==> src/rtl/jt49_dcrm_mc_pkg.sv <==
// Shared definitions for the multi-channel DC-removal filter:
// sweep FSM encoding, channel index width and integrator width helper.
package jt49_dcrm_mc_pkg;

    // Sweep FSM: IDLE waits for a sample strobe, RUN walks the channels.
    typedef enum logic [0:0] {
        ST_IDLE = 1'b0,
        ST_RUN  = 1'b1
    } dcrm_state_t;

    // Channel index width; up to 16 channels.
    localparam int CH_IDX_W = 4;

    // Integrator width: sample width, one bit for the signed difference,
    // one guard bit for the step, plus the fractional bits.
    function automatic int calc_iw(input int dw, input int fw);
        return dw + 2 + fw;
    endfunction

endpackage

==> src/rtl/jt49_dcrm_mc_core.sv <==
// Combinational per-sample datapath of the DC-removal filter.
// Takes one channel's sample and integrator state and produces the
// saturated output sample plus the next integrator/error-feedback state.
module jt49_dcrm_mc_core
    import jt49_dcrm_mc_pkg::*;
#(
    parameter int DW        = 8,
    parameter int FW        = 10,
    parameter int K         = 0,
    parameter int SIGNED_IN = 0,
    parameter int IW        = calc_iw(DW, FW)
) (
    input  logic [DW-1:0] din_c,
    input  logic [IW-1:0] integ,
    input  logic [FW-1:0] err,
    output logic [DW-1:0] y_sat,
    output logic [IW-1:0] integ_nx,
    output logic [FW-1:0] err_nx
);

    // Saturation limits for the difference and the integrator.
    localparam logic signed [DW+1:0] Y_MAX = {3'b000, {(DW-1){1'b1}}};
    localparam logic signed [DW+1:0] Y_MIN = {3'b111, {(DW-1){1'b0}}};
    localparam logic [DW-1:0]        D_MAX = {1'b0, {(DW-1){1'b1}}};
    localparam logic [DW-1:0]        D_MIN = {1'b1, {(DW-1){1'b0}}};
    localparam logic [IW-1:0]        I_MAX = {1'b0, {(IW-1){1'b1}}};
    localparam logic [IW-1:0]        I_MIN = {1'b1, {(IW-1){1'b0}}};

    logic        [DW:0]    x_s;
    logic        [FW+DW:0] exact_s;
    logic        [DW:0]    q_s;
    logic signed [DW+1:0]  y_s;
    logic        [IW:0]    step_s;
    logic        [IW:0]    sum_s;

    // Sample extension, error-feedback rounding and output difference.
    // Only the low FW+DW+1 bits of integ+err matter for q, because q is
    // truncated to DW+1 bits; modular addition keeps those bits exact.
    always_comb begin
        x_s     = (SIGNED_IN != 0) ? {din_c[DW-1], din_c} : {1'b0, din_c};
        exact_s = integ[FW+DW:0] + {{(DW+1){1'b0}}, err};
        q_s     = exact_s[FW+DW:FW];
        y_s     = $signed({x_s[DW], x_s}) - $signed({q_s[DW], q_s});
        // exact - (q <<< FW) only keeps the fractional part of exact
        err_nx  = exact_s[FW-1:0];
    end

    // Clamp the difference to the signed output range.
    always_comb begin
        if (y_s > Y_MAX) begin
            y_sat = D_MAX;
        end else if (y_s < Y_MIN) begin
            y_sat = D_MIN;
        end else begin
            y_sat = y_s[DW-1:0];
        end
    end

    // Integrator update with the leak shift, saturating instead of wrapping.
    always_comb begin
        step_s = {{(FW+1){y_s[DW+1]}}, y_s} << (FW - K);
        sum_s  = {integ[IW-1], integ} + step_s;
        if (sum_s[IW] != sum_s[IW-1]) begin
            integ_nx = sum_s[IW] ? I_MIN : I_MAX;
        end else begin
            integ_nx = sum_s[IW-1:0];
        end
    end

endmodule

==> src/rtl/jt49_dcrm_mc.sv <==
// Multi-channel DC-removal high-pass filter. A single datapath is shared
// by all channels: each sample strobe latches the inputs and starts a sweep
// that processes one channel per clock, keeping per-channel state in arrays.
module jt49_dcrm_mc
    import jt49_dcrm_mc_pkg::*;
#(
    parameter int CH        = 3,
    parameter int DW        = 8,
    parameter int FW        = 10,
    parameter int K         = 0,
    parameter int SIGNED_IN = 0
) (
    input  logic             clk,
    input  logic             rst,
    input  logic             cen,
    input  logic [CH*DW-1:0] din,
    output logic [DW-1:0]    dout,
    output logic [3:0]       dout_ch,
    output logic             dout_valid,
    output logic             busy,
    output logic             ovf
);

    localparam int                    IW      = calc_iw(DW, FW);
    localparam logic [CH_IDX_W-1:0]   LAST_CH = CH_IDX_W'(CH - 1);

    dcrm_state_t         state_r;
    dcrm_state_t         state_nx;
    logic [CH_IDX_W-1:0] ch_r;
    logic [CH_IDX_W-1:0] ch_nx;
    logic                busy_r;
    logic                busy_nx;
    logic                ovf_r;
    logic [CH*DW-1:0]    din_l_r;
    logic [IW-1:0]       integ_r [CH];
    logic [FW-1:0]       err_r   [CH];

    logic [DW-1:0]       din_sel_s;
    logic [IW-1:0]       integ_sel_s;
    logic [FW-1:0]       err_sel_s;
    logic [DW-1:0]       y_sat_s;
    logic [IW-1:0]       integ_nx_s;
    logic [FW-1:0]       err_nx_s;

    logic [DW-1:0]       dout_r;
    logic [3:0]          dout_ch_r;
    logic                dout_valid_r;

    // Sweep sequencing: start on cen in IDLE, step channels in RUN.
    always_comb begin
        state_nx = state_r;
        ch_nx    = ch_r;
        busy_nx  = busy_r;
        case (state_r)
            ST_IDLE: begin
                if (cen) begin
                    state_nx = ST_RUN;
                    ch_nx    = {CH_IDX_W{1'b0}};
                    busy_nx  = 1'b1;
                end else begin
                    busy_nx  = 1'b0;
                end
            end
            ST_RUN: begin
                if (ch_r == LAST_CH) begin
                    state_nx = ST_IDLE;
                    ch_nx    = {CH_IDX_W{1'b0}};
                    busy_nx  = 1'b0;
                end else begin
                    ch_nx    = ch_r + 4'd1;
                    busy_nx  = 1'b1;
                end
            end
            default: begin
                state_nx = ST_IDLE;
                ch_nx    = {CH_IDX_W{1'b0}};
                busy_nx  = 1'b0;
            end
        endcase
    end

    // FSM state, channel counter and busy flag registers.
    always_ff @(posedge clk) begin
        if (rst) begin
            state_r <= ST_IDLE;
            ch_r    <= {CH_IDX_W{1'b0}};
            busy_r  <= 1'b0;
        end else begin
            state_r <= state_nx;
            ch_r    <= ch_nx;
            busy_r  <= busy_nx;
        end
    end

    // Snapshot of all channel inputs taken when a sweep starts.
    always_ff @(posedge clk) begin
        if (rst) begin
            din_l_r <= {(CH*DW){1'b0}};
        end else if ((state_r == ST_IDLE) && cen) begin
            din_l_r <= din;
        end
    end

    // Route the current channel's sample and state into the shared datapath.
    always_comb begin
        din_sel_s   = {DW{1'b0}};
        integ_sel_s = {IW{1'b0}};
        err_sel_s   = {FW{1'b0}};
        for (int c = 0; c < CH; c++) begin
            if (ch_r == CH_IDX_W'(c)) begin
                din_sel_s   = din_l_r[c*DW +: DW];
                integ_sel_s = integ_r[c];
                err_sel_s   = err_r[c];
            end else begin
                din_sel_s   = din_sel_s;
                integ_sel_s = integ_sel_s;
                err_sel_s   = err_sel_s;
            end
        end
    end

    jt49_dcrm_mc_core #(
        .DW        (DW),
        .FW        (FW),
        .K         (K),
        .SIGNED_IN (SIGNED_IN),
        .IW        (IW)
    ) u_core (
        .din_c    (din_sel_s),
        .integ    (integ_sel_s),
        .err      (err_sel_s),
        .y_sat    (y_sat_s),
        .integ_nx (integ_nx_s),
        .err_nx   (err_nx_s)
    );

    // Per-channel integrator/error state; only the active channel moves.
    always_ff @(posedge clk) begin
        if (rst) begin
            for (int c = 0; c < CH; c++) begin
                integ_r[c] <= {IW{1'b0}};
                err_r[c]   <= {FW{1'b0}};
            end
        end else begin
            for (int c = 0; c < CH; c++) begin
                if ((state_r == ST_RUN) && (ch_r == CH_IDX_W'(c))) begin
                    integ_r[c] <= integ_nx_s;
                    err_r[c]   <= err_nx_s;
                end
            end
        end
    end

    // Sticky overrun: a strobe while a sweep is still running is dropped.
    always_ff @(posedge clk) begin
        if (rst) begin
            ovf_r <= 1'b0;
        end else if (cen && (state_r == ST_RUN)) begin
            ovf_r <= 1'b1;
        end
    end

    // Output sample registers; dout/dout_ch hold between sweeps.
    always_ff @(posedge clk) begin
        if (rst) begin
            dout_r       <= {DW{1'b0}};
            dout_ch_r    <= 4'd0;
            dout_valid_r <= 1'b0;
        end else begin
            dout_valid_r <= (state_r == ST_RUN);
            if (state_r == ST_RUN) begin
                dout_r    <= y_sat_s;
                dout_ch_r <= 4'(ch_r);
            end
        end
    end

    assign dout       = dout_r;
    assign dout_ch    = dout_ch_r;
    assign dout_valid = dout_valid_r;
    assign busy       = busy_r;
    assign ovf        = ovf_r;

endmodule
==> config.mk <==
export PLATFORM = sky130hd
export DESIGN_NAME = jt49_dcrm_mc
export DESIGN_NICKNAME = d
export VERILOG_FILES = /design/src/rtl/jt49_dcrm_mc_pkg.sv /design/src/rtl/jt49_dcrm_mc_core.sv /design/src/rtl/jt49_dcrm_mc.sv
export SDC_FILE = /design/constraint.sdc
export NUM_CORES = 1
export LEC_CHECK = 0
export BUFFER_PORTS_ARGS = -buffer_cell sky130_fd_sc_hd__buf_2
export CORE_MARGIN = 2
export CORE_UTILIZATION = 25
export CTS_BUF_LIST = sky130_fd_sc_hd__clkbuf_8
export DETAILED_ROUTE_END_ITERATION = 10
export PLACE_DENSITY = 0.39
export SETUP_SLACK_MARGIN = 0.3
export SLEW_MARGIN = 20
export SYNTH_ARGS = -nofsm -noshare
export SYNTH_HDL_FRONTEND = slang
export SYNTH_SLANG_ARGS = --single-unit
==> constraint.sdc <==
create_clock -name clk -period 7.31 [get_ports clk]
set_input_delay 1.0965 -clock clk [delete_from_list [all_inputs] [get_ports clk]]
set_output_delay 1.0965 -clock clk [all_outputs]
set_load 0.005 [all_outputs]
# ---- Word-level counts from Yosys, hierarchy flattened
# Memory sizes are Yosys's and may differ from the RTL's.
# Cells that the tools add are included.
dict set report word_totals {
  reg_bits 43
  latch_bits 0
  mem_bits_rw 90
  mem_bits_ro 0
  output_inout_bits 15
  word_cells 68
  memories 2
}
# name depth width rd rd_ports_with_merged_regs wr line_no
set memory_table {}
lappend memory_table {integ_r 3 20 3 0 3 jt49_dcrm_mc.sv:35} ;# logic [IW-1:0] integ_r [CH];
lappend memory_table {err_r 3 10 3 0 3 jt49_dcrm_mc.sv:36} ;# logic [FW-1:0] err_r [CH];
dict set report op_classes {
  n_addsub 4
  mul 0
  div_mod_pow 0
  order_cmp 2
  n_eq_ne 4
  n_shift 0
  muxes 36
  bitwise_logic 7
  n_reduce_logical 6
}
# op n
set ops {}
lappend ops {{$mux W20} 8}
lappend ops {{$mux W10} 6}
lappend ops {{$mux W8} 5}
lappend ops {{$add A20 B20 Y21} 1}
lappend ops {{$add A19 B10 Y19} 1}
lappend ops {{$mux W1} 13}
lappend ops {{$gt A10 B8 Y1 const B} 1}
lappend ops {{$lt A10 B8 Y1 const B} 1}
lappend ops {{$sub A9 B9 Y10} 1}
lappend ops {{$mux W4} 2}
lappend ops {{$pmux W4 S2} 1}
lappend ops {{$or A1 B1 Y1} 6}
lappend ops {{$logic_and A1 B1 Y1} 5}
lappend ops {{$add A4 B1 Y4 const B} 1}
lappend ops {{$eq A4 B1 Y1 const B} 1}
lappend ops {{$eq A4 B2 Y1 const B} 1}
lappend ops {{$logic_not A4 Y1} 1}
lappend ops {{$ne A2 B2 Y1 const B} 1}
lappend ops {{$pmux W1 S2} 1}
lappend ops {{$ne A1 B1 Y1} 1}
lappend ops {{$not A1 Y1} 1}

# ---- Longest topological paths before layout
dict set report logic_depth {
  depth_word 10
  depth_mapped 34
}

# ---- Cells and area by module
# From an unflattened synthesis, not the netlist that was laid out.
dict set report hier_totals {
  cells_unflattened 732
  area_unflattened_um2 7265.7
}
# mod n_inst cells_per_inst area_each_um2 seq_area_each_um2
set modules_own_cells {}
lappend modules_own_cells {jt49_dcrm_mc 1 483 5313.8 3563.4}
lappend modules_own_cells {jt49_dcrm_mc_core 1 249 1951.9 0.0}

# ---- Worst setup path after synthesis
# No wires, ideal clock.
dict set report synth_path {
  path_kind {reg2reg}
  start {reg ch_r[0]}
  end {mem integ_r[0][10] (netlist name), data pin}
  arrival_time_ps 6794
  path_slack_ps 348
  path_stages_with_launch 34
  cell_sequence {dfxtp_1 > buf_2 > buf_4 > buf_1 > buf_1 > mux2i_1 > nor2_1 > a21oi_1 > nor2_1 > ha_1 > fa_1 > a211oi_1 > nor2_1 > o31ai_1 > a21oi_1 > xnor2_1 > ha_1 > fa_1 > nor2b_1 > o31a_1 > o21a_1 > nor2_1 > xnor2_1 > ha_1 > or3_1 > nor2_1 > o21ai_0 > o211a_1 > a31oi_1 > mux2_2 > a22o_1 > buf_2 > buf_2 > a21oi_1}
}
# item line_no
set synth_rtl {}
lappend synth_rtl {{start: declaration} jt49_dcrm_mc.sv:29} ;# logic [CH_IDX_W-1:0] ch_r;
lappend synth_rtl {{start signal: assignment} jt49_dcrm_mc.sv:86} ;# ch_r <= {CH_IDX_W{1'b0}};
lappend synth_rtl {{start signal: assignment} jt49_dcrm_mc.sv:90} ;# ch_r <= ch_nx;
lappend synth_rtl {{end: declaration} jt49_dcrm_mc.sv:35}

==> run summary <==
number of synthesized flops with an enable pin: 90
Synth area leaders: edfxtp_1 (39%), dfxtp_1 (12%), a21oi_1 (7.0%), mux2i_1 (5.7%), ha_1 (5.0%)
detailed-route via count: 5224
vias in the first global route: 5412
share of cells above drive strength 1: 17.8%
Die Ht: 171 um
final-stage net count: 803
critical path capture point: integ_r[0][48]$_DFFE_PP_
Critical Path End Type: register
FF-to-FF End: integ_r[0][48]$_DFFE_PP_
final worst-path cycle share: 88.8%
peak fanout along the critical path: 16
total chip power: 3.06 mW
post-DP HPWL: 12700 um
sequential-to-total area share from yosys stat: 50.8%
synth warn: 0
slew of the pin with the lowest slew margin: 951 ps
delay of the slowest critical-path stage: 440 ps
Cell Pwr Density: 373 nW/um^2
worst min-delay path category: register to register
worst hold start: din_l_r[4]$_SDFFE_PP0P_
most area-hungry cell type in the Yosys netlist: edfxtp_1
# H-tree levels: 4
largest net degree at the start of global routing: 56
share of the synthesized area in the top cell type: 38.6%
Synth Net Count: 763
Worst-Skew Late Latency: 450 ps
First DRT Iteration DRCs: 232
Synth Instances: 705
Cell Area, Synth: 7010 um^2
Most common cell on crit path: nor2_1
unrepaired setup endpoints after global routing: no
Post-Syn Area per Cell: 9.94 um^2
ys async rst share: 0%
TritonCTS clock tree: yes
die area: 29400 um^2
initial core utilization: 25.3%
Pins Over Slew Limit: 0
Detailed Routing Iterations Pass 1: 4
Setup violations, final: 0
Worst path slowest cell: fa_1
Avg WL per Cell: 16.2 um
delay-heaviest family, CP: compound AO/OA/AOI/OAI gates
worst path buffer plus inverter count: 3
CTS max path bufs: 2
global route overflow: 0
Ports: 42
Global Route Usage Sum: 12.9%
status: complete, no violations
CTS clk-pin slew, worst paths: 90 ps
Fillers: 2922
crit path time final: 6490 ps
fmax: 154 MHz
startpoint types: register
setup tns final: 0 ps
worst r2r src: ch_r[0]$_SDFFE_PP0P_
Antenna Cells: 0
Clock Skews: 19.2 ps
R2R depth: 31
Synth-to-Final Area Change: 17.1%
max_cap viols: 0
Critical Path Stages: 31
cell area after layout: 8210 um^2
post-synth cell types: 63
CP Launch Point: ch_r[0]$_SDFFE_PP0P_
crit path DAT: 6780 ps
number of synthesized register bits: 133
first-pass GRT wire length: 28900 um
Root Driver: clkbuf_8
CORE AREA: 27700 um^2
Post-DP Area: 7690 um^2
maximum vdd drop: 0.175 mV
port buffer count: 41
Leakage: 3.21 nW
drt total wl: 18400 um
Core Rows: 61
antenna violations before repair: 0
WP data required: 7600 ps
Slew HR: 36.6%
chip width: 171 um
GPL Wtd Cong: 0.776
clock buffer count from CTS: 17
clk sink count: 133
vias per inst: 4.60
Most used DFF post-synth: edfxtp_1
hold_buf cts: 0
Worst R2R Setup Slack: 820 ps
critical path class: register to register
DRC errors left: 0
post-route ant nets: 0
Fin. Hold Viols: 0
registers in the layout, indices dropped and copies added (netlist names):
signal / count
integ_r: 60
ch_r: 4
err_r: 30
dout: 8
dout_ch: 4
ovf: 1
dout_valid: 1
din_l_r: 24
busy: 1
what timing repair did:
item                                    4_1_cts  5_1_grt
gates cloned                                  0        1
endpoints found under the setup margin       19       57
buffers inserted                              0        1
pin swaps                                     0        3
resized for setup                             1       24
worst min path at each step:
| stage | end | cells after the start |
|---|---|---|
| 2_1_floorplan | din_l_r[0]$_SDFFE_PP0P_ | 2 |
| 3_3_place_gp | din_l_r[5]$_SDFFE_PP0P_ | 2 |
| 3_5_place_dp | din_l_r[4]$_SDFFE_PP0P_ | 2 |
| 4_1_cts | din_l_r[4]$_SDFFE_PP0P_ | 2 |
| 5_1_grt | din_l_r[12]$_SDFFE_PP0P_ | 2 |
| 6_report | din_l_r[4]$_SDFFE_PP0P_ | 2 |
layout by cell type (no fill, tap or decap), types with 3 or more instances in the layout:
| master | count |
|---|---|
| edfxtp_1 | 90 |
| nor2_1 | 88 |
| a21oi_1 | 79 |
| nand2_1 | 78 |
| dfxtp_1 | 41 |
| buf_2 | 41 |
| mux2i_1 | 40 |
| inv_1 | 30 |
| ha_1 | 28 |
| xnor2_1 | 23 |
| nand2b_1 | 20 |
| a21oi_2 | 20 |
| clkbuf_8 | 17 |
| buf_4 | 16 |
| o21ai_0 | 13 |
| nor3_1 | 8 |
| nand3_1 | 7 |
| a311oi_1 | 7 |
| a21o_1 | 6 |
| xor2_1 | 6 |
| o21a_1 | 5 |
| o21bai_1 | 5 |
| or2_2 | 4 |
| nor2b_1 | 4 |
| a211oi_1 | 4 |
| o21bai_2 | 4 |
| inv_6 | 4 |
| inv_8 | 4 |
| or2_1 | 3 |
| nand3b_1 | 3 |
| nand4b_1 | 3 |
| nor3b_1 | 3 |
| fa_1 | 3 |
tightest hold or removal path, cell delays in order (launching register included):
cell	delay [ps]
dfxtp_1	320
nand2_1	50
a21oi_1	50
layout make-up:
class	count	area, um^2	area share [%]
multi-input cells	503	3280	40.0
well taps	378	473	5.76
flip-flops and latches	133	3570	43.5
inverters	30	113	1.37
clock buffers	17	234	2.85
clock inverters	15	160	1.95
repair buffers	60	377	4.59
stage by stage:
stage | hold WS [ps] | setup slack [ps] | util [%] | instances
after CTS | 462 | 632 | 29.2 | 1134
final | 461 | 819 | 29.6 | 1136
after detailed placement | 448 | 344 | 27.8 | 1102
after global placement | 449 | 461 | 27.8 | 1102
after global routing | 483 | 288 | 29.6 | 1136
after floorplan | 436 | 348 | - | 705
per-layer routing:
| metal | global-route usage, % | wire [um] |
|---|---|---|
| met1 | 16.0 | 8660 |
| met2 | 22.6 | 8990 |
| met3 | 2.39 | 578 |
| met4 | 4.31 | 226 |
| met5 | 0 | 0 |
where the power goes:
part           switching, mW  total, mW  internal, mW
Combinational          0.889       1.43         0.541
Clock                  0.339      0.622         0.283
Sequential            0.0403       1.01         0.969
synth_stat cells (all sizes together) (2+ instances only):
cell type,n
mux2,2
nand3,8
fa,3
or2,7
and2,2
nand3b,3
a311oi,7
a31oi,2
a211oi,5
dfxtp,43
buf,18
ha,28
nand2,78
nor2b,5
nor3,8
a21oi,99
o21a,5
nor4,3
nand4,2
nor3b,3
nand2b,20
nor2,88
edfxtp,90
o21bai,9
or3,2
o21ai,14
nand4b,3
mux2i,40
inv,30
clkbuf,22
xnor2,23
xor2,6
a21o,6
o22ai,2
cell families after synthesis:
family                   after synthesis  share of synthesized area (%)
AO/OA/AOI/OAI                        165                           14.4
buffers and inverters                 70                           4.03
multiplexers                          42                           6.03
AND/OR/NAND/NOR                      235                           15.2
XOR/XNOR                              29                           3.62
adder cells (fa/ha/maj)               31                           5.86
flip-flops                           133                           50.8
(Power assumes the default switching activity.)
